### config.mk
export PLATFORM = sky130hd
export DESIGN_NAME = shunt_hs_seg_tx
export DESIGN_NICKNAME = d
export VERILOG_FILES = /design/src/rtl/shunt_hs_rtl_pkg.sv /design/src/rtl/shunt_hs_out_reg.sv /design/src/rtl/shunt_hs_seg_tx.sv
export SDC_FILE = /design/constraint.sdc
export NUM_CORES = 1
export LEC_CHECK = 0
export CELL_PAD_IN_SITES_DETAIL_PLACEMENT = 0
export CELL_PAD_IN_SITES_GLOBAL_PLACEMENT = 1
export CORE_MARGIN = 5
export CORE_UTILIZATION = 38
export DETAILED_ROUTE_END_ITERATION = 8
export GPL_ROUTABILITY_DRIVEN = 0
export GPL_TIMING_DRIVEN = 0
export PLACE_DENSITY_LB_ADDON = 0.1
export SYNTH_ARGS = -nofsm -noshare
export SYNTH_HDL_FRONTEND = slang
export SYNTH_SLANG_ARGS = --single-unit
### constraint.sdc
create_clock -name clk -period 20.5 [get_ports clk]
set_clock_uncertainty 0.1 [all_clocks]
set_input_delay 4.1 -clock clk [delete_from_list [all_inputs] [get_ports clk]]
set_output_delay 4.1 -clock clk [all_outputs]
set_load 0.01 [all_outputs]
### src/rtl/shunt_hs_rtl_pkg.sv
// Shared types and constants for the SHUNT handshake segment transmitter.
// SHUNT_HS_SEG_CHECKSUM_EN adds the CSUM state used for the per-segment XOR beat.
package shunt_hs_rtl_pkg;

    localparam int HS_HDR_BEATS = 4;
    localparam int HDR_FIELD_W  = 64;

    localparam logic [1:0] HDR_IDX_TYPE  = 2'd0;
    localparam logic [1:0] HDR_IDX_ID    = 2'd1;
    localparam logic [1:0] HDR_IDX_DTYPE = 2'd2;
    localparam logic [1:0] HDR_IDX_NPAY  = 2'd3;

    typedef enum logic [1:0] {
        IDLE = 2'd0,
        HDR  = 2'd1,
        PAY  = 2'd2
`ifdef SHUNT_HS_SEG_CHECKSUM_EN
        ,
        CSUM = 2'd3
`endif
    } hs_tx_state_e;

    typedef struct packed {
        logic [HDR_FIELD_W-1:0] trnx_type;
        logic [HDR_FIELD_W-1:0] trnx_id;
        logic [HDR_FIELD_W-1:0] data_type;
        logic [HDR_FIELD_W-1:0] n_payloads;
    } hs_hdr_t;

    function automatic logic [HDR_FIELD_W-1:0] hdr_field(input hs_hdr_t hdr, input logic [1:0] idx);
        case (idx)
            HDR_IDX_TYPE:  return hdr.trnx_type;
            HDR_IDX_ID:    return hdr.trnx_id;
            HDR_IDX_DTYPE: return hdr.data_type;
            HDR_IDX_NPAY:  return hdr.n_payloads;
            default:       return '0;
        endcase
    endfunction

endpackage

### src/rtl/shunt_hs_out_reg.sv
// Single valid/ready output register: accepts a new beat whenever empty or draining,
// holds data/sof/last/fin stable while stalled.
module shunt_hs_out_reg #(
    parameter int DATA_W = 64
) (
    input  logic              clk,
    input  logic              reset,
    input  logic              push_valid,
    output logic              push_ready,
    input  logic [DATA_W-1:0] push_data,
    input  logic              push_sof,
    input  logic              push_last,
    input  logic              push_fin,
    output logic              out_valid,
    input  logic              out_ready,
    output logic [DATA_W-1:0] out_data,
    output logic              out_sof,
    output logic              out_last,
    output logic              out_fin
);

    logic              valid_q, valid_d;
    logic [DATA_W-1:0] data_q, data_d;
    logic              sof_q, sof_d;
    logic              last_q, last_d;
    logic              fin_q, fin_d;

    assign push_ready = !valid_q || out_ready;

    always_comb begin
        valid_d = valid_q;
        data_d  = data_q;
        sof_d   = sof_q;
        last_d  = last_q;
        fin_d   = fin_q;
        if (push_valid && push_ready) begin
            valid_d = 1'b1;
            data_d  = push_data;
            sof_d   = push_sof;
            last_d  = push_last;
            fin_d   = push_fin;
        end else if (out_ready) begin
            valid_d = 1'b0;
        end
    end

    always_ff @(posedge clk or posedge reset) begin
        if (reset) begin
            valid_q <= 1'b0;
            data_q  <= '0;
            sof_q   <= 1'b0;
            last_q  <= 1'b0;
            fin_q   <= 1'b0;
        end else begin
            valid_q <= valid_d;
            data_q  <= data_d;
            sof_q   <= sof_d;
            last_q  <= last_d;
            fin_q   <= fin_d;
        end
    end

    assign out_valid = valid_q;
    assign out_data  = data_q;
    assign out_sof   = sof_q & valid_q;
    assign out_last  = last_q & valid_q;
    assign out_fin   = fin_q & valid_q;

endmodule

### src/rtl/shunt_hs_seg_tx.sv
// SHUNT handshake transmit framer: per segment a 4-beat header then the payload beats.
// Define SHUNT_HS_SEG_CHECKSUM_EN to append a per-segment XOR checksum beat.
module shunt_hs_seg_tx
    import shunt_hs_rtl_pkg::*;
#(
    parameter int DATA_W  = 64,
    parameter int MAX_SEG = 8,
    parameter int SIZE_W  = 16
) (
    input  logic                          clk,
    input  logic                          reset,
    input  logic                          cmd_valid,
    output logic                          cmd_ready,
    input  logic [63:0]                   cmd_trnx_type,
    input  logic [63:0]                   cmd_trnx_id,
    input  logic [63:0]                   cmd_data_type,
    input  logic [$clog2(MAX_SEG+1)-1:0]  cmd_n_seg,
    input  logic [MAX_SEG*SIZE_W-1:0]     cmd_seg_sizes,
    input  logic                          in_valid,
    output logic                          in_ready,
    input  logic [DATA_W-1:0]             in_data,
    output logic                          out_valid,
    input  logic                          out_ready,
    output logic [DATA_W-1:0]             out_data,
    output logic                          out_sof,
    output logic                          out_last,
    output logic                          done,
    output logic                          busy
);

    localparam int NSEG_W    = $clog2(MAX_SEG + 1);
    localparam int SEG_IDX_W = (MAX_SEG > 1) ? $clog2(MAX_SEG) : 1;

    hs_tx_state_e         state_q, state_d;
    logic [SEG_IDX_W-1:0] seg_idx_q, seg_idx_d;
    logic [1:0]           hdr_beat_q, hdr_beat_d;
    logic [SIZE_W-1:0]    pay_cnt_q, pay_cnt_d;
    logic [63:0]          type_q, type_d;
    logic [63:0]          id_q, id_d;
    logic [63:0]          dtype_q, dtype_d;
    logic [NSEG_W-1:0]    n_seg_q, n_seg_d;
    logic                 zero_done_q, zero_done_d;
    logic                 run_q;
`ifdef SHUNT_HS_SEG_CHECKSUM_EN
    logic [DATA_W-1:0]    csum_q, csum_d;
`endif

    logic [SIZE_W-1:0] cmd_size [MAX_SEG];
    logic [SIZE_W-1:0] seg_size_q [MAX_SEG];
    logic [SIZE_W-1:0] seg_size_d [MAX_SEG];

    logic              cmd_load;
    logic [NSEG_W-1:0] n_seg_clamp;
    logic [SIZE_W-1:0] cur_size;
    logic              seg_is_last;
    hs_hdr_t           cur_hdr;
    logic              end_seg;

    logic              push_valid, push_ready;
    logic [DATA_W-1:0] push_data;
    logic              push_sof, push_last, push_fin;
    logic              out_fin;

    // Segment size table: unpacked from the command bus and latched per entry.
    generate
        for (genvar gi = 0; gi < MAX_SEG; gi++) begin : g_seg
            assign cmd_size[gi] = cmd_seg_sizes[gi*SIZE_W +: SIZE_W];

            always_comb begin
                seg_size_d[gi] = cmd_load ? cmd_size[gi] : seg_size_q[gi];
            end

            always_ff @(posedge clk or posedge reset) begin
                if (reset) begin
                    seg_size_q[gi] <= '0;
                end else begin
                    seg_size_q[gi] <= seg_size_d[gi];
                end
            end
        end
    endgenerate

    // Command is only taken once the previous final beat has drained.
    assign cmd_ready   = run_q && (state_q == IDLE) && !out_valid;
    assign cmd_load    = cmd_valid && cmd_ready;
    assign n_seg_clamp = (cmd_n_seg > NSEG_W'(MAX_SEG)) ? NSEG_W'(MAX_SEG) : cmd_n_seg;
    assign cur_size    = seg_size_q[seg_idx_q];
    assign seg_is_last = (NSEG_W'(seg_idx_q) + NSEG_W'(1)) == n_seg_q;

    always_comb begin
        cur_hdr.trnx_type  = type_q;
        cur_hdr.trnx_id    = id_q;
        cur_hdr.data_type  = dtype_q;
        cur_hdr.n_payloads = 64'(cur_size);
    end

    always_comb begin
        state_d     = state_q;
        seg_idx_d   = seg_idx_q;
        hdr_beat_d  = hdr_beat_q;
        pay_cnt_d   = pay_cnt_q;
        type_d      = type_q;
        id_d        = id_q;
        dtype_d     = dtype_q;
        n_seg_d     = n_seg_q;
        zero_done_d = 1'b0;
`ifdef SHUNT_HS_SEG_CHECKSUM_EN
        csum_d      = csum_q;
`endif
        push_valid  = 1'b0;
        push_data   = '0;
        push_sof    = 1'b0;
        push_last   = 1'b0;
        push_fin    = 1'b0;
        in_ready    = 1'b0;
        end_seg     = 1'b0;

        case (state_q)
            IDLE: begin
                if (cmd_load) begin
                    type_d  = cmd_trnx_type;
                    id_d    = cmd_trnx_id;
                    dtype_d = cmd_data_type;
                    n_seg_d = n_seg_clamp;
                    if (n_seg_clamp == '0) begin
                        zero_done_d = 1'b1;
                    end else begin
                        // Header beat 0 goes straight into the empty output register.
                        push_valid = 1'b1;
                        push_sof   = 1'b1;
                        push_data  = DATA_W'(cmd_trnx_type);
                        seg_idx_d  = '0;
                        hdr_beat_d = HDR_IDX_ID;
                        state_d    = HDR;
                    end
                end
            end
            HDR: begin
                push_valid = 1'b1;
                push_sof   = (hdr_beat_q == HDR_IDX_TYPE);
                push_data  = DATA_W'(hdr_field(cur_hdr, hdr_beat_q));
                if (push_ready) begin
                    if (hdr_beat_q == 2'(HS_HDR_BEATS - 1)) begin
                        pay_cnt_d = '0;
`ifdef SHUNT_HS_SEG_CHECKSUM_EN
                        csum_d    = '0;
                        state_d   = (cur_size != '0) ? PAY : CSUM;
`else
                        if (cur_size != '0) begin
                            state_d = PAY;
                        end else begin
                            end_seg = 1'b1;
                        end
`endif
                    end else begin
                        hdr_beat_d = hdr_beat_q + 2'd1;
                    end
                end
            end
            PAY: begin
                in_ready   = push_ready;
                push_valid = in_valid;
                push_data  = in_data;
                if (in_valid && push_ready) begin
`ifdef SHUNT_HS_SEG_CHECKSUM_EN
                    csum_d = csum_q ^ in_data;
`endif
                    if (pay_cnt_q == cur_size - 1'b1) begin
`ifdef SHUNT_HS_SEG_CHECKSUM_EN
                        state_d = CSUM;
`else
                        end_seg = 1'b1;
`endif
                    end else begin
                        pay_cnt_d = pay_cnt_q + 1'b1;
                    end
                end
            end
`ifdef SHUNT_HS_SEG_CHECKSUM_EN
            CSUM: begin
                push_valid = 1'b1;
                push_data  = csum_q;
                end_seg    = push_ready;
            end
`endif
            default: state_d = IDLE;
        endcase

        // Closing beat of a segment: mark last, then next segment or finish.
        if (end_seg) begin
            push_last = 1'b1;
            if (seg_is_last) begin
                push_fin = 1'b1;
                state_d  = IDLE;
            end else begin
                seg_idx_d  = seg_idx_q + 1'b1;
                hdr_beat_d = HDR_IDX_TYPE;
                state_d    = HDR;
            end
        end
    end

    always_ff @(posedge clk or posedge reset) begin
        if (reset) begin
            state_q     <= IDLE;
            seg_idx_q   <= '0;
            hdr_beat_q  <= '0;
            pay_cnt_q   <= '0;
            type_q      <= '0;
            id_q        <= '0;
            dtype_q     <= '0;
            n_seg_q     <= '0;
            zero_done_q <= 1'b0;
            run_q       <= 1'b0;
`ifdef SHUNT_HS_SEG_CHECKSUM_EN
            csum_q      <= '0;
`endif
        end else begin
            state_q     <= state_d;
            seg_idx_q   <= seg_idx_d;
            hdr_beat_q  <= hdr_beat_d;
            pay_cnt_q   <= pay_cnt_d;
            type_q      <= type_d;
            id_q        <= id_d;
            dtype_q     <= dtype_d;
            n_seg_q     <= n_seg_d;
            zero_done_q <= zero_done_d;
            run_q       <= 1'b1;
`ifdef SHUNT_HS_SEG_CHECKSUM_EN
            csum_q      <= csum_d;
`endif
        end
    end

    shunt_hs_out_reg #(
        .DATA_W (DATA_W)
    ) u_out_reg (
        .clk        (clk),
        .reset      (reset),
        .push_valid (push_valid),
        .push_ready (push_ready),
        .push_data  (push_data),
        .push_sof   (push_sof),
        .push_last  (push_last),
        .push_fin   (push_fin),
        .out_valid  (out_valid),
        .out_ready  (out_ready),
        .out_data   (out_data),
        .out_sof    (out_sof),
        .out_last   (out_last),
        .out_fin    (out_fin)
    );

    assign done = (out_valid && out_ready && out_fin) || zero_done_q;
    assign busy = (state_q != IDLE);

endmodule

; Word-level counts from Yosys, hierarchy flattened
; Cells that the tools add are included.
[totals]
word_cells = 123
out_inout_bits = 71
register_bits = 417
input_bits = 393
[classes]
n_lt_le_gt_ge = 2
eq_ne = 17
bitwise = 4
n_reduce_logical = 20
add_sub_neg = 5
muxes = 52
[op_table]
columns = op, count
row1 = case mux 64 bit (4 select lines), 1
row2 = case mux 64 bit (3 select lines), 1
row3 = two-way mux 64 bit, 2
row4 = two-way mux 16 bit, 6
row5 = binary-select mux 16 bit (select 3 bit), 1
row6 = case mux 16 bit (2 select lines), 1
row7 = two-way mux 2 bit, 12
row8 = two-way mux 1 bit, 17
row9 = "adder 16 x 1 -> 16 bit, second input constant", 1
row10 = equality test 16 bit, 1
row11 = nonzero test 16 bit, 1
row12 = "subtractor 16 x 1 -> 16 bit, second input constant", 1
row13 = two-way mux 3 bit, 5
row14 = "!= test 3 bit, second input constant", 5
row15 = "!= test 2 bit, second input constant", 5
row16 = logical AND 1 bit, 7
row17 = "equality test 2 bit, second input constant", 3
row18 = case mux 2 bit (3 select lines), 1
row19 = AND reduction 6 bit, 1
row20 = nonzero test 2 bit, 3
row21 = AND reduction 5 bit, 1
row22 = "adder 3 x 1 -> 4 bit, second input constant", 1
row23 = "equality test 2 x 1 -> 1 bit, second input constant", 2
row24 = equality test 4 bit, 1
row25 = other kinds (15), 20

; Depth between registers and ports, before layout
[logic_depth]
depth_word = 11
ltp_mapped = 15
depth_no_buf = 11

; Hierarchy
; From an unflattened synthesis, not the netlist that was laid out.
[unflattened]
hier_cells = 1551
area_unflattened_um2 = 20329.5
[modules_own_cells]
columns = mod, cells_per_inst, n_inst, seq_area_each_um2, area_per_inst_um2
row1 = shunt_hs_seg_tx, 1402, 1, 8733.4, 17613.1
row2 = shunt_hs_out_reg, 149, 1, 1701.6, 2716.4

; Least setup slack after synthesis
; OpenSTA, ideal clock, no wires.
[synth_path]
kind = input to output
from = in out_ready
to = out done
slack_ps = 11968
n_path_buf = 0
t_arrival_ps = 4332
stages = 1
required_time_ps = 16300
cell_sequence = a31o_2
[synth_between]
elab_chain_len = 3
[synth_lines]
columns = item, line_no
row1 = start: declaration, shunt_hs_seg_tx.sv:23  ; input logic out_ready,
row2 = logical AND 1 bit (2 in series), shunt_hs_seg_tx.sv:254  ; assign done = (out_valid && out_ready && out_fin) || zero_done_q;
row3 = logical OR 1 bit, shunt_hs_seg_tx.sv:254
row4 = end: declaration, shunt_hs_seg_tx.sv:27  ; output logic done,
; No other way between the ends.

; Final worst setup path
; Ends and elaborated chain as after synthesis.

==> flow_summary.json <==
{
  "period_share_pct": 46.9,
  "synth_fa_ha_area_share_pct": 0.564,
  "worst_slack_ps": 10890,
  "synthDistinctLibCells": 73,
  "setup_viol_count_final": 0,
  "postLayoutCoreUtil_pct": 51.9,
  "maxSlewViolCount": 0,
  "firstDrtPassIters": 9,
  "grt_pass1_wl_um": 116000,
  "clockBufferDepth": 3,
  "core_mm2": 0.0523,
  "synthesis.area_mm2": 0.0200,
  "numCtsBuffers": 48,
  "syn_avg_cell_area_um2": 8.83,
  "max-slew-margin-rel_pct": 1.32,
  "synthMuxAreaShare_pct": 8.33,
  "synth_edf_count": 0,
  "synth_compound_area_share_pct": 9.88,
  "routedWlPerCell_um": 22.3,
  "drtIter0Drc": 1736,
  "fmax_ghz": 0.104,
  "hpwl_um": 59000,
  "netlist_top_cells_count": "nand2_1 (1,059), dfrtp_1 (417), clkbuf_1 (129)",
  "hold_path_class": "flip-flop to flip-flop",
  "syn-instance-count": 2259,
  "io_buffer_count": 463,
  "antenna_found_initial": 12,
  "cts_sinks": 417,
  "start_kind": "input pin",
  "grt_max_degree": 126,
  "start_util_pct": 38.1,
  "synthXorXnorAreaFrac_pct": 0.966,
  "critPathArrivalTime_ps": 5410,
  "critPathCaptureType": "primary output",
  "drive_gt1_share_pct": 5.01,
  "postCtsSetupBuffers": 0,
  "root_buffer": "clkbuf_16",
  "area_growth_pct": 36.1,
  "rows": 84,
  "total_leakage_power_uw": 0.0128,
  "yosysTopAreaCell": "dfrtp_1",
  "synth_top_family_by_area": "simple AND/OR/NAND/NOR gates",
  "criticalPathCategory": "input pin to primary output",
  "fin_cells": 3509,
  "period_minus_slack_ps": 9610,
  "synth_most_common_cell": "nand2_1",
  "placed_cells": 3413,
  "ys_seq_area_share_pct": 52.3,
  "die_area_mm2": 0.0572,
  "die_h_um": 239,
  "ys_ff_latch": 417,
  "pre_cts_ws_ps": 10910,
  "drc": 0,
  "die_x_um": 239,
  "num_vias": 18400,
  "groute.usage.overall_pct": 26.6,
  "synth_top_cells_by_area": "dfrtp_1 (52%), nand2_1 (20%), mux2i_1 (3.8%)",
  "viasPerCell": 5.24,
  "nNetsFinal": 3177,
  "powerDensity_mw_per_mm2": 138,
  "worstPathRequired_ps": 16300,
  "max-vdd-ir-drop_mv": 0.0895,
  "ys.flop_type": "dfrtp_1",
  "rsz0062_at_grt": "false",
  "outcome": "complete, but fails checks",
  "ctsResizeCount": 0,
  "clk_pin_slew_ps": 50,
  "wl_um": 78200,
  "hold_viol_final": 0,
  "synth-simple-area-share_pct": 24.6,
  "max_cap_violations": 1,
  "clkLatencyLatePin_ps": 590,
  "async_reset_ff_share_pct": 100,
  "overflow": 0,
  "cts_tree": "built",
  "syn_nets": 2661,
  "yosysTopAreaCellShare_pct": 52.3,
  "io_pins": 464,
  "timing.hold.ws_ps": 368,
  "holdBufCountCts": 0,
  "grt_pass1_vias": 18800,
  "drtAntennaViolNets": 0,
  "worstMarginPinSlew_ps": 1470,
  "htree_levels": 2,
  "path_max_fanout": 3,
  "violations": "max-capacitance violations",
  "yosys_warnings": 0
}
## cells by family (layout without fill, tap and decap cells)
| kind of cell | count (synthesis) | in the layout |
|---|---|---|
| AO/OA/AOI/OAI | 287 | 287 |
| XOR/XNOR | 22 | 22 |
| adder cells (fa/ha/maj) | 9 | 9 |
| buffers and inverters | 164 | 717 |
| flip-flops | 417 | 417 |
| multiplexers | 120 | 120 |
| other | 1 | 10 |
| AND/OR/NAND/NOR | 1239 | 1239 |
## worst paths after layout
path	slack (ps)	to	start	depth (start not counted)
max reg2reg	15350	u_out_reg.sof_q	state_q[0]	13
max	10890	done	out_ready	3
min in group asynchronous	3920	u_out_reg.out_data[14]	reset	2
max in group asynchronous	14830	dtype_q[42]	reset	4
min	370	seg_size_q[25]	seg_size_q[25]	2
min reg2reg	370	seg_size_q[25]	seg_size_q[25]	2
## where the power goes
| part | leakage (uW) | switching, uW | internal, uW |
|---|---|---|---|
| logic | 0.00685 | 865 | 608 |
| registers | 0.00519 | 209 | 1200 |
| clock network | 0.000792 | 357 | 522 |
| total | 0.0128 | 1430 | 2330 |
## stage by stage
| step | cell area (um^2) | setup TNS (ps) | total power, uW |
|---|---|---|---|
| floorplan | 20000 | 0 | 2240 |
| global placement | 25500 | -388380 | 2840 |
| detailed placement | 25500 | 0 | 2880 |
| CTS | 27100 | 0 | 3770 |
| global route | 27100 | 0 | 4000 |
| finish | 27200 | 0 | 3760 |
## flip-flops by register name, summed over array words and instances, names as in the netlist
name                 count
id_q                    64
run_q                    1
pay_cnt_q               16
state_q                  2
u_out_reg.last_q         1
n_seg_q                  4
u_out_reg.out_valid      1
u_out_reg.sof_q          1
u_out_reg.out_data      64
type_q                  64
seg_idx_q                3
u_out_reg.fin_q          1
dtype_q                 64
seg_size_q             128
hdr_beat_q               2
zero_done_q              1
## worst max-delay path: stages
cell             delay [ps]
clkdlybuf4s50_1         510
a31o_2                  160
clkdlybuf4s50_1         630
## layout make-up
class | instances | area (um^2)
antenna | 9 | 22.5
buffer | 150 | 618
clock buffer | 70 | 1400
clock inverter | 17 | 196
fill | 5030 | 25200
inverter | 14 | 60.1
multi-input combinational | 1678 | 8850
sequential | 417 | 10400
tap | 688 | 861
timing repair buffer | 466 | 4720
## cells in the final DEF, fill, tap and decap left out, types with 5 or more instances in the layout
master,n
ha_1,9
nor2_1,83
a21oi_1,82
a31oi_1,5
mux4_1,6
o21ai_0,79
and3_1,10
buf_1,8
nand2b_1,10
clkdlybuf4s50_1,463
nand2_1,1059
buf_2,7
and2_1,9
clkinv_2,12
nand4_1,13
a222oi_1,63
diode_2,9
mux2i_2,5
clkbuf_8,7
or3_1,10
dfrtp_1,417
xnor2_1,11
clkbuf_1,142
nor3_1,6
clkbuf_16,50
inv_1,12
nor2b_1,6
mux4_2,25
nand3_1,15
o211ai_1,16
o21ai_1,5
mux2i_1,76
xor2_1,11
## routing by layer
metal	track usage, %	wire, um	share of wire [%]
met1	37.9	34400	44
met2	42.9	36600	47
met3	4.73	5620	7.2
met4	6.00	1510	1.9
met5	0	26	0.033
(Power assumes the default switching activity.)
